<file path="config.mk">
export PLATFORM = sky130hd
export DESIGN_NAME = alu_sequencer
export DESIGN_NICKNAME = d
export VERILOG_FILES = /design/src/rtl/alu_sequencer.sv
export SDC_FILE = /design/constraint.sdc
export NUM_CORES = 1
export LEC_CHECK = 0
export CAP_MARGIN = 10
export CORE_UTILIZATION = 40
export CTS_CLUSTER_DIAMETER = 150
export DETAILED_ROUTE_END_ITERATION = 6
export PLACE_DENSITY = 0.59
export SYNTH_ARGS = -nofsm -noshare
export SYNTH_HDL_FRONTEND = slang
export SYNTH_SLANG_ARGS = --single-unit
</file>
<file path="constraint.sdc">
create_clock -name clk -period 6.4 [get_ports clk]
set_input_delay 1.28 -clock clk [delete_from_list [all_inputs] [get_ports clk]]
set_output_delay 1.28 -clock clk [all_outputs]
set_load 0.05 [all_outputs]
</file>
<file path="src/rtl/alu_sequencer.sv">
// alu_sequencer
//   Program sequencer for the byte ALU. Holds a 16 x 12-bit instruction memory,
//   runs it from PC 0 on a start pulse and drives the ALU opcode/data each cycle.
//   Conditional branches read ALU status through opcode F. The final
//   accumulator value is captured into result.
//
//   Instruction word: {op[3:0], imm[7:0]}
//     0-B ALU op with imm, C JZ imm, D JC imm, E JMP imm, F HALT
//
//   Optional feature macro: ALU_SEQ_WATCHDOG_EN
//     defined   : step counter aborts a run after STEP_LIMIT instructions
//     undefined : no step counter, error is tied low, STEP_LIMIT is ignored
//
// Ports
//   clk, rst_n            clock, synchronous active-low reset
//   prog_we/addr/data     instruction memory write (IDLE only)
//   start                 begin execution at PC 0 (IDLE only)
//   busy, done, error     run status; done is a one-cycle pulse
//   result                accumulator captured at halt or abort
//   pc                    current program counter
//   alu_opcode, alu_data  to ALU
//   alu_result            from ALU data_out
module alu_sequencer #(
   parameter int DEPTH      = 16,
   parameter int STEP_LIMIT = 255
) (
   input  logic        clk,
   input  logic        rst_n,
   input  logic        prog_we,
   input  logic [3:0]  prog_addr,
   input  logic [11:0] prog_data,
   input  logic        start,
   output logic        busy,
   output logic        done,
   output logic        error,
   output logic [7:0]  result,
   output logic [3:0]  pc,
   output logic [3:0]  alu_opcode,
   output logic [7:0]  alu_data,
   input  logic [7:0]  alu_result
);

   typedef enum logic [1:0] {
      ST_IDLE = 2'd0,
      ST_EXEC = 2'd1,
      ST_STAT = 2'd2,
      ST_DONE = 2'd3
   } state_t;

   state_t      state_r;
   state_t      state_nxt_s;
   logic [11:0] mem_r [DEPTH];
   logic [11:0] instr_s;
   logic [3:0]  op_s;
   logic [7:0]  imm_s;
   logic [3:0]  pc_r;
   logic [3:0]  pc_nxt_s;
   logic [3:0]  pc_inc_s;
   logic        abort_s;
   logic        br_taken_s;
   logic        busy_r;
   logic        done_r;
   logic [7:0]  result_r;
   logic [3:0]  alu_opcode_s;
   logic [7:0]  alu_data_s;

   // Only a 16-word memory and a 1..255 step limit are meaningful; other
   // values elaborate this empty marker block so they are easy to spot.
   if (DEPTH != 16 || STEP_LIMIT < 1 || STEP_LIMIT > 255) begin : g_unsupported_config
   end

   assign instr_s  = mem_r[pc_r];
   assign op_s     = instr_s[11:8];
   assign imm_s    = instr_s[7:0];
   assign pc_inc_s = pc_r + 4'd1;

   // In STAT the ALU presents status: bit 0 is zero, bit 2 is carry/borrow.
   assign br_taken_s = (op_s == 4'hC) ? alu_result[0] : alu_result[2];

`ifdef ALU_SEQ_WATCHDOG_EN
   localparam logic [7:0] STEP_LIMIT_C = 8'(STEP_LIMIT);

   logic [7:0] steps_r;
   logic       error_r;
   logic       step_inc_s;

   // A HALT at the limit still completes normally; anything else aborts.
   assign abort_s    = (state_r == ST_EXEC) && (steps_r == STEP_LIMIT_C) && (op_s != 4'hF);
   // ALU ops and JMP count in EXEC; branches count in their STAT cycle.
   assign step_inc_s = ((state_r == ST_EXEC) && (state_nxt_s == ST_EXEC)) || (state_r == ST_STAT);

   // Executed-instruction counter, cleared on every accepted start.
   always_ff @(posedge clk) begin
      if (!rst_n) begin
         steps_r <= 8'd0;
      end else if ((state_r == ST_IDLE) && start) begin
         steps_r <= 8'd0;
      end else if (step_inc_s) begin
         steps_r <= steps_r + 8'd1;
      end else begin
         steps_r <= steps_r;
      end
   end

   // Abort flag: set by the watchdog, held until the next start or reset.
   always_ff @(posedge clk) begin
      if (!rst_n) begin
         error_r <= 1'b0;
      end else if ((state_r == ST_IDLE) && start) begin
         error_r <= 1'b0;
      end else if (abort_s) begin
         error_r <= 1'b1;
      end else begin
         error_r <= error_r;
      end
   end

   assign error = error_r;
`else
   assign abort_s = 1'b0;
   assign error   = 1'b0;
`endif

   // Instruction memory write port; not reset so programs survive rst_n.
   always_ff @(posedge clk) begin
      if (prog_we && (state_r == ST_IDLE)) begin
         mem_r[prog_addr] <= prog_data;
      end
   end

   // State register and program counter.
   always_ff @(posedge clk) begin
      if (!rst_n) begin
         state_r <= ST_IDLE;
         pc_r    <= 4'd0;
      end else begin
         state_r <= state_nxt_s;
         pc_r    <= pc_nxt_s;
      end
   end

   // Next-state and next-PC decode.
   always_comb begin
      state_nxt_s = state_r;
      pc_nxt_s    = pc_r;
      case (state_r)
         ST_IDLE: begin
            if (start) begin
               state_nxt_s = ST_EXEC;
               pc_nxt_s    = 4'd0;
            end else begin
               state_nxt_s = ST_IDLE;
            end
         end
         ST_EXEC: begin
            if (abort_s) begin
               state_nxt_s = ST_DONE;
            end else begin
               case (op_s)
                  4'hC, 4'hD: state_nxt_s = ST_STAT;
                  4'hE:       pc_nxt_s    = imm_s[3:0];
                  4'hF:       state_nxt_s = ST_DONE;
                  default:    pc_nxt_s    = pc_inc_s;
               endcase
            end
         end
         ST_STAT: begin
            state_nxt_s = ST_EXEC;
            pc_nxt_s    = br_taken_s ? imm_s[3:0] : pc_inc_s;
         end
         ST_DONE: begin
            state_nxt_s = ST_IDLE;
         end
         default: begin
            state_nxt_s = ST_IDLE;
         end
      endcase
   end

   // Registered status outputs, derived from the state being entered.
   always_ff @(posedge clk) begin
      if (!rst_n) begin
         busy_r   <= 1'b0;
         done_r   <= 1'b0;
         result_r <= 8'd0;
      end else begin
         busy_r <= (state_nxt_s == ST_EXEC) || (state_nxt_s == ST_STAT);
         done_r <= (state_nxt_s == ST_DONE);
         if ((state_r == ST_EXEC) && (state_nxt_s == ST_DONE)) begin
            result_r <= alu_result;
         end else begin
            result_r <= result_r;
         end
      end
   end

   // ALU drive: only ALU ops and the branch status request are non-zero.
   always_comb begin
      alu_opcode_s = 4'h0;
      alu_data_s   = 8'h00;
      if ((state_r == ST_EXEC) && !abort_s) begin
         case (op_s)
            4'h0, 4'h1, 4'h2, 4'h3, 4'h4, 4'h5,
            4'h6, 4'h7, 4'h8, 4'h9, 4'hA, 4'hB: begin
               alu_opcode_s = op_s;
               alu_data_s   = imm_s;
            end
            4'hC, 4'hD: begin
               alu_opcode_s = 4'hF;
               alu_data_s   = 8'h00;
            end
            default: begin
               alu_opcode_s = 4'h0;
               alu_data_s   = 8'h00;
            end
         endcase
      end else begin
         alu_opcode_s = 4'h0;
         alu_data_s   = 8'h00;
      end
   end

   assign busy       = busy_r;
   assign done       = done_r;
   assign result     = result_r;
   assign pc         = pc_r;
   assign alu_opcode = alu_opcode_s;
   assign alu_data   = alu_data_s;

endmodule
</file>
==> qor.txt, run 1 <==
Status - complete, no violations
Worst Skew - 0.00771 ns
Total core area - 21000 sq um
Critical path's top delay family - buffers and inverters
Vias in the first global route - 4556
Gpl congestion - 0.758
Rel. slew slack - 0.291
RSZ-0062 raised after global routing - no
Detailed Route WL - 18.3 mm
Netlist cell types - 47
Setup TNS - 0 ns
Worst EP required - 5.12 ns
First-pass GRT wire length - 27.7 mm
Via/cell ratio - 5.36
CTS tree - built
Most used flip-flop cell after synthesis - edfxtp_1
WP data arrival - 3.81 ns
Horiz. Die Dim - 148 um
VDD IR max - 0.000178 V
Latest clock arrival within the worst-skew pair - 0.50 ns
# IOs - 55
Critical Path Most Common Cell - mux4_2
Layout cell share with drive strength beyond 1 - 0.214
Worst hold path class - flop to flop
Slowest CP cell - dfxtp_4
Fin nets - 548
Post-Synthesis Cells - 449
R2R Setup Slk - 2.60 ns
Port Buf Inserts - 53
Worst-path clk slew - 0.06 ns
CTS root buffer - clkbuf_16
Post-route ant nets - 0
Synth Area per Inst - 19.0 sq um
Post-synth EDFFs - 192
CTS Buffer Depth - 3
Pre-antenna DRT Iters - 4
Chip Height - 148 um
GR Overflow Total - 0
Leakage power - 0.00317 uW
Pins over their slew limit - 0
Average wire per standard cell - 22.7 um
Post-Synthesis Cell Area - 8530 sq um
Tmin final - 5.09 ns
Met1 Use GR - 0.215
Dpl hpwl - 11.0 mm
Filler cells - 1740
Initial DRC count - 312
Gr busiest metal - met2
Final period util - 0.796
Ys async rst share - 0
N_diodes - 0
Register area share after synthesis - 0.723
Post CTS Setup Buffer Count - 0
CP Capture Type - output port
Rows - 53
Total Die Area - 21900 sq um
Final Hold Fails - 0
Final core occ - 0.484
Remaining DRCs - 0
Sink Count - 212
CP max FO - 30
Starting Density - 0.407
Initial antenna violation count - 0
Max-cap violation count - 0
Worst-margin pin slew - 1.06 ns
CTS H-tree depth - 1
Max incr delay on CP - 0.77 ns
Critical path launch point type - flop
Num CTS Buffers - 23
Worst path bufs/invs - 2
Peak Freq - 0.196 GHz
Largest net degree at the start of global routing - 34
Power density cells - 290 nW/um^2
YS warnings - 0
Met3 Use GR - 0.0306
Final setup violation count - 0
Hold-fix buffers, CTS - 0
CP Class - flop to output port
Via count - 4306
Yosys reg bits - 212
Post-cts resize count - 0
Syn nets - 484
GRT Overall Usage - 0.174
Area grow syn2layout - 18.9%
CP cell instances - buf_4 > mux4_2 > mux4_2 > and3_1 > clkdlybuf4s50_1
Met2 Track Usage GR - 0.309
Hold Path Origin - result[0]
## worst register-to-register path: stages (launching register included)
cell and delay [ns]:
dfxtp_1 0.92, buf_4 0.43, mux4_2 0.34, nand2_1 0.09, nand3_2 0.12, nand2_1 0.33
nor2_1 0.12, nor3b_1 0.31, o31a_1 0.17, ha_1 0.36, nand2_1 0.25, nand2_1 0.17
a21boi_0 0.08
## Yosys cell counts (7+ instances only)
cell type	count	area share
dfxtp_1	20	0.047
a21boi_0	8	0.0070
and3_1	9	0.0066
mux4_2	54	0.14
edfxtp_1	192	0.68
mux2i_1	7	0.0082
nor3_1	7	0.0041
nor2_1	20	0.0088
clkbuf_1	12	0.0053
nand2_1	29	0.013
nand3_1	18	0.011
ha_1	7	0.010
## placed cells by master, fill, tap and decap left out, drive strengths merged, types with 3 or more instances in the layout
cell           Yosys  layout
a21boi             8       8
a21oi              3       3
a22oi              4       4
and2               4       4
and3               9       9
buf               11       9
bufinv             0       3
clkbuf            12      28
clkdlybuf4s50      0      53
clkinv             0      10
dfxtp             20      20
edfxtp           192     192
ha                 7       7
inv                4       4
mux2i              8       8
mux4              55      55
nand2             29      29
nand2b             3       3
nand3             21      21
nor2              20      20
nor2b              5       5
nor3               7       7
## registers in the layout, indices dropped and copies added, names as in the netlist, named ones only
name     flops
done         1
result       8
mem_r      192
state_r      2
pc           4
busy         1
## cell type report
| type | count | area [sq um] | share of cell area |
|---|---|---|---|
| sequential | 212 | 6170 | 0.609 |
| multi-input combinational | 210 | 2270 | 0.224 |
| timing repair buffer | 62 | 598 | 0.0590 |
| clock buffer | 28 | 594 | 0.0586 |
| tap | 275 | 344 | 0.0339 |
| clock inverter | 13 | 141 | 0.0139 |
| inverter | 4 | 15.0 | 0.00148 |
## worst paths after layout
kind,end,cells after the start
worst max-delay path,alu_data[1],5
worst min-delay path,result[0],2
worst max register to register,result[4],12
worst min register to register,result[0],2
## power by group
part | switching, uW | internal (uW)
Clock | 508 | 780
Sequential | 6.21 | 1520
Combinational | 74.5 | 46.0
## cells by family after synthesis
family | Yosys count | synth area share
muxes | 64 | 0.157
other | 1 | 0.000440
and+or+nand+nor | 104 | 0.0612
AOI/OAI and AO/OA | 31 | 0.0288
adders and majority gates | 7 | 0.0103
DFF | 212 | 0.723
buffers and inverters | 27 | 0.0161
xor gates and xnor gates | 3 | 0.00308
## metrics by stage
stage	instance area, sq um	instances	total power (uW)	hold slack (ns)	setup slack, ns
floorplan	8530	449	1620	0.667	2.37
global placement	9400	763	1680	0.454	1.77
global route	10100	804	3030	0.483	1.05
detailed placement	9400	763	1680	0.462	1.76
CTS	10100	804	2970	0.471	1.22
finish	10100	804	2940	0.466	1.31
## metal layers
metal / share of wire / vias up
li1: - / 1949
met1: 0.41 / 2202
met2: 0.51 / 125
met3: 0.064 / 30
met4: 0.023 / 0
met5: 0 / -
Note: power is estimated with default switching activity, not from simulation.
==> run 2, diff against run 1 <==
--- a/config.mk
+++ b/config.mk
@@ -9,7 +9,7 @@
 export CORE_UTILIZATION = 40
 export CTS_CLUSTER_DIAMETER = 150
 export DETAILED_ROUTE_END_ITERATION = 6
-export PLACE_DENSITY = 0.59
+export PLACE_DENSITY = 0.61
 export SYNTH_ARGS = -nofsm -noshare
 export SYNTH_HDL_FRONTEND = slang
 export SYNTH_SLANG_ARGS = --single-unit
==> constraint.sdc (replaced) <==
create_clock -name clk -period 4.2 [get_ports clk]
set_input_delay 0.84 -clock clk [delete_from_list [all_inputs] [get_ports clk]]
set_output_delay 0.84 -clock clk [all_outputs]
set_load 0.05 [all_outputs]
==> run 2 against run 1 <==
  * Utilization up 0.94 points
  * Combinational power is 65% higher
  * Critical path type unchanged
  * Via count grew 4.6%
  * Register-to-register slack lost 1.8 ns
  * Flip-flop and latch count stayed put
  * Wire length increased by 2.8%
  * Critical endpoint is now alu_data[2]
  * Critical path depth unchanged
==> qor.txt, run 2 (synthesis gave the netlist of run 1 again) <==
CP Capture Type - output port (unchanged)
Post-Layout Cell Count - 821 (was 804)
Pre-antenna DRT Iters - 4 (unchanged)
Starting Density - 0.407 (unchanged)
Detailed Route WL - 18.8 mm (was 18.3 mm)
Num CTS Buffers - 24 (was 23)
Horiz. Die Dim - 148 um (unchanged)
Reg with most FFs - mem_r (unchanged)
Status - complete, no violations (unchanged)
RSZ-0062 raised after global routing - no (unchanged)
Rel. slew slack - 0.567 (was 0.291)
Setup TNS - 0 ns (unchanged)
Initial DRC count - 415 (was 312)
Area grow syn2layout - 21.2% (was 18.9%)
Port Buf Inserts - 53 (unchanged)
Max FFs per register - 192 (unchanged)
Worst Skew - 0.00679 ns (was 0.00771 ns)
# IOs - 55 (unchanged)
Hold slack - 0.464 ns (was 0.466 ns)
GRT Overall Usage - 0.178 (was 0.174)
Post-route ant nets - 0 (unchanged)
Gpl congestion - 0.848 (was 0.758)
Largest net degree at the start of global routing - 38 (was 34)
Total Power - 4540 uW (was 2940 uW)
Via/cell ratio - 5.49 (was 5.36)
Placed Cells - 777 (was 763)
Max-cap violation count - 0 (unchanged)
Worst-margin pin slew - 0.649 ns (was 1.06 ns)
Post-cts resize count - 0 (unchanged)
Worst EP required - 3.36 ns (was 5.12 ns)
Reg-to-reg endpoint - result[7] (was result[4])
Final period util - 0.900
WP data arrival - 2.94 ns (was 3.81 ns)
Final setup violation count - 0 (unchanged)
CTS H-tree depth - 1 (unchanged)
CP Class - flop to output port (unchanged)
CTS Buffer Depth - 3 (unchanged)
Total core area - 21000 sq um (unchanged)
Leakage power - 0.00330 uW (was 0.00317 uW)
Worst-path clk slew - 0.06 ns (about the same)
Filler cells - 1752 (was 1740)
VDD IR max - 0.000275 V (was 0.000178 V)
First-pass GRT wire length - 28.4 mm (was 27.7 mm)
Layout cell share with drive strength beyond 1 - 0.245 (was 0.214)
N_diodes - 0 (unchanged)
Rows - 53 (unchanged)
End point of the critical path - alu_data[2] (was alu_data[1])
Via count - 4504 (was 4306)
Fin nets - 563 (was 548)
R2R Setup Slk - 0.81 ns (was 2.60 ns)
Worst hold path class - flop to flop (unchanged)
Peak Freq - 0.265 GHz
Initial antenna violation count - 0 (unchanged)
Vias in the first global route - 4663 (was 4556)
Hold-fix buffers, CTS - 0 (unchanged)
CTS root buffer - clkbuf_16 (unchanged)
Sink Count - 212 (unchanged)
Commonest non-fill, non-tap cells in the layout - 192 x edfxtp_1, 54 x mux4_2, 41 x clkdlybuf4s50_1 (was 192 x edfxtp_1, 54 x mux4_2, 53 x clkdlybuf4s50_1)
Placed cell areas - 9570 sq um (was 9400 sq um)
Latest clock arrival within the worst-skew pair - 0.51 ns (was 0.50 ns)
Post CTS Setup Buffer Count - 0 (unchanged)
Tmin final - 3.78 ns
Average wire per standard cell - 22.9 um (was 22.7 um)
GR Overflow Total - 0 (unchanged)
Pins over their slew limit - 0 (unchanged)
Dpl hpwl - 11.7 mm (was 11.0 mm)
Finished Cell Area - 10300 sq um (was 10100 sq um)
Chip Height - 148 um (unchanged)
Critical path launch point type - flop (unchanged)
CTS tree - built (unchanged)
Total Die Area - 21900 sq um (unchanged)
Remaining DRCs - 0 (unchanged)
Final Hold Fails - 0 (unchanged)
Power density cells - 439 nW/um^2 (was 290 nW/um^2)
CP max FO - 37 (was 30)
Commonest non-fill, non-tap cell in the layout - edfxtp_1 (unchanged)
Worst r2r path cells - 11 (was 12)
## run 2: changes by cell type in the layout (fill, tap and decap cells not counted), moves of 2 or more
cell	delta
clkbuf_16	+2
buf_12	+10
buf_4	+16
nor3_2	+2
nor3_4	-2
clkdlybuf4s50_1	-12
nor2_2	-8
nor2_1	+8
## run 2: how the worst min path moves through the flow
stage | start | endpoint | slack [ns] | cells past startpoint
after floorplan | state_r[1] | state_r[1] | 0.67 | 3
after detailed placement | result[3] | result[3] | 0.46 | 2
after global routing | result[3] | result[3] | 0.48 | 2
final | result[3] | result[3] | 0.46 | 2
after CTS | result[3] | result[3] | 0.47 | 2
after global placement | result[6] | result[6] | 0.46 | 2
## run 2: stage by stage
step / util / setup WS [ns]
after global routing: 0.493 / 0.223
final: 0.493 / 0.421
after floorplan: - / 0.609
after global placement: 0.457 / 0.878
after CTS: 0.493 / 0.359
after detailed placement: 0.457 / 0.768
## run 2: area by class of cell
cell class                 count  area, sq um  area share
clock buffer                  31          648      0.0627
clock inverter                13          118      0.0114
inverter                       4         15.0     0.00145
multi-input combinational    210         2240       0.217
sequential                   212         6170       0.597
tap                          275          344      0.0333
timing repair buffer          76          798      0.0772
## run 2: critical path, cell delays in order (launching register included)
cell     delay [ns]
dfxtp_4        0.52
buf_12         0.33
mux4_2         0.56
mux4_2         0.55
and3_1         0.27
buf_12         0.16
## run 2: routing by layer
metal | GRT usage | routed length, um | up-vias
met5 | 0 | 0 | -
met4 | 0.0536 | 348 | 0
met3 | 0.0296 | 1040 | 33
met2 | 0.302 | 9490 | 134
met1 | 0.236 | 7910 | 2354
li1 | - | - | 1983
## run 2: power by group
group | switching [uW] | leakage (uW) | internal [uW]
Clock | 794 | 0.000374 | 1210
Combinational | 121 | 0.00104 | 80.0
Sequential | 7.10 | 0.00189 | 2320
==> run 3, diff against run 2 <==
--- a/config.mk
+++ b/config.mk
@@ -6,10 +6,12 @@
 export NUM_CORES = 1
 export LEC_CHECK = 0
 export CAP_MARGIN = 10
+export CELL_PAD_IN_SITES_DETAIL_PLACEMENT = 0
+export CELL_PAD_IN_SITES_GLOBAL_PLACEMENT = 2
 export CORE_UTILIZATION = 40
 export CTS_CLUSTER_DIAMETER = 150
 export DETAILED_ROUTE_END_ITERATION = 6
-export PLACE_DENSITY = 0.61
+export PLACE_DENSITY = 0.75
 export SYNTH_ARGS = -nofsm -noshare
 export SYNTH_HDL_FRONTEND = slang
 export SYNTH_SLANG_ARGS = --single-unit
==> run 3 against run 2 <==
  * First-iteration DRC count decreased by 22%
  * Die area unchanged
  * Total power decreased by 1.5%
  * Final cell count decreased by 1.2%
  * Sequential power about the same
  * Maximum frequency increased by 1.3%
  * Wire length increased by 0.26%
  * Cell area decreased by 0.45%
  * Via count decreased by 3.4%
  * Register-to-register slack improved by 0.03 ns
  * Critical path type unchanged
  * Largest cell class unchanged
==> qor.txt, run 3 (synthesis gave the netlist of run 1 again) <==
Status - complete, no violations (unchanged)
CP Capture Type - output port (unchanged)
Final setup violation count - 0 (unchanged)
Total core area - 21000 sq um (unchanged)
Comb pwr share - 0.044 (about the same)
Post-route ant nets - 0 (unchanged)
Leakage power - 0.00326 uW (was 0.00330 uW)
CTS tree - built (unchanged)
Worst EP required - 3.36 ns (about the same)
Reg with most FFs - mem_r (unchanged)
Commonest non-fill, non-tap cell in the layout - edfxtp_1 (unchanged)
Chip Height - 148 um (unchanged)
Worst-path clk slew - 0.06 ns (about the same)
Final period util - 0.888 (was 0.900)
Pins over their slew limit - 0 (unchanged)
Via/cell ratio - 5.37 (was 5.49)
Rows - 53 (unchanged)
CTS H-tree depth - 1 (unchanged)
Average wire per standard cell - 23.2 um (was 22.9 um)
Final core occ - 0.491 (was 0.493)
Int Power - 3580 uW (was 3610 uW)
Layout cell share with drive strength beyond 1 - 0.244 (was 0.245)
WP data arrival - 2.89 ns (was 2.94 ns)
Post-cts resize count - 0 (unchanged)
GRT Overall Usage - 0.179 (was 0.178)
Commonest non-fill, non-tap cells in the layout - 192 x edfxtp_1, 54 x mux4_2, 41 x clkdlybuf4s50_1 (unchanged)
CP Class - flop to output port (unchanged)
Starting Density - 0.407 (unchanged)
Rel. slew slack - 0.596 (was 0.567)
Port Buf Inserts - 53 (unchanged)
Total Die Area - 21900 sq um (unchanged)
First-pass GRT wire length - 28.4 mm (about the same)
CTS Buffer Depth - 3 (unchanged)
Max FFs per register - 192 (unchanged)
Latest clock arrival within the worst-skew pair - 0.49 ns (was 0.51 ns)
Gpl congestion - 0.766 (was 0.848)
GR Overflow Total - 0 (unchanged)
Worst Skew - 0.0152 ns (was 0.00679 ns)
Initial DRC count - 325 (was 415)
Area grow syn2layout - 20.7% (was 21.2%)
Switching Share - 0.198 (was 0.203)
Worst hold path class - flop to flop (unchanged)
Seq pwr share - 0.522 (was 0.514)
RSZ-0062 raised after global routing - no (unchanged)
Power density cells - 434 nW/um^2 (was 439 nW/um^2)
Net Sw Power - 887 uW (was 921 uW)
Remaining DRCs - 0 (unchanged)
Final Hold Fails - 0 (unchanged)
Peak Freq - 0.268 GHz (was 0.265 GHz)
Tmin final - 3.73 ns (was 3.78 ns)
Dpl hpwl - 11.5 mm (was 11.7 mm)
CTS root buffer - clkbuf_16 (unchanged)
Fin nets - 559 (was 563)
Vias in the first global route - 4564 (was 4663)
# IOs - 55 (unchanged)
Initial antenna violation count - 0 (unchanged)
CP max FO - 25 (was 37)
Largest net degree at the start of global routing - 37 (was 38)
N_diodes - 0 (unchanged)
Detailed Route WL - 18.8 mm (about the same)
Worst-margin pin slew - 0.604 ns (was 0.649 ns)
Clock group share of total power - 0.434 (was 0.442)
Pre-antenna DRT Iters - 5 (was 4)
Sink Count - 212 (unchanged)
Filler cells - 1760 (was 1752)
Max-cap violation count - 0 (unchanged)
Num CTS Buffers - 22 (was 24)
Via count - 4352 (was 4504)
Post CTS Setup Buffer Count - 0 (unchanged)
Hold-fix buffers, CTS - 0 (unchanged)
VDD IR max - 0.000270 V (was 0.000275 V)
Setup TNS - 0 ns (unchanged)
Horiz. Die Dim - 148 um (unchanged)
Critical path launch point type - flop (unchanged)
-- run 3: cell count changes in the layout (fill, tap and decap cells not counted), sizes merged --
cell and delta:
clkinv -6, clkbuf -5, clkinvlp +3, buf -2, bufinv +1, inv -1
-- run 3: area by class of cell --
cell class	instances	area (sq um)	share of cell area
clock buffer	26	587	0.0570
clock inverter	10	135	0.0131
inverter	4	15.0	0.00146
multi-input combinational	210	2240	0.218
sequential	212	6170	0.600
tap	275	344	0.0334
timing repair buffer	74	796	0.0773
-- run 3: power by group through the flow --
stage / Sequential, uW / Combinational, uW / Clock (uW)
floorplan: 2380 / 92.2 / 0
global placement: 2370 / 196 / 0
detailed placement: 2370 / 200 / 0
CTS: 2330 / 201 / 1970
global route: 2330 / 213 / 2060
finish: 2330 / 198 / 1940
-- run 3: metal layers --
metal | vias to the layer above | share of wire | GRT usage
met5 | - | 0 | 0
met4 | 0 | 0.011 | 0.0340
met3 | 18 | 0.047 | 0.0265
met2 | 116 | 0.51 | 0.309
met1 | 2259 | 0.43 | 0.241
li1 | 1959 | - | -
-- run 3: worst paths after layout --
| path | start | to | slack [ns] | depth (start not counted) |
|---|---|---|---|---|
| worst max register to register | flop | result[4] | 0.84 | 11 |
| worst min register to register | result[0] | result[0] | 0.47 | 2 |
| worst min-delay path | result[0] | result[0] | 0.47 | 2 |
| worst max-delay path | flop | alu_data[5] | 0.47 | 5 |
-- run 3: stage by stage --
step | std cells | setup WS, ns | power (uW) | hold WS (ns) | cell area (sq um)
detailed placement | 775 | 0.787 | 2580 | 0.461 | 9570
global route | 811 | 0.258 | 4600 | 0.489 | 10300
floorplan | 449 | 0.609 | 2470 | 0.667 | 8530
finish | 811 | 0.468 | 4470 | 0.467 | 10300
CTS | 811 | 0.384 | 4510 | 0.469 | 10300
global placement | 775 | 0.883 | 2570 | 0.454 | 9570
-- run 3: worst max-delay path, cell delays in order, from the launching register on --
cell and delay (ns):
dfxtp_1 0.65, buf_4 0.47, mux4_2 0.38, mux4_2 0.47, and3_1 0.25, buf_12 0.17
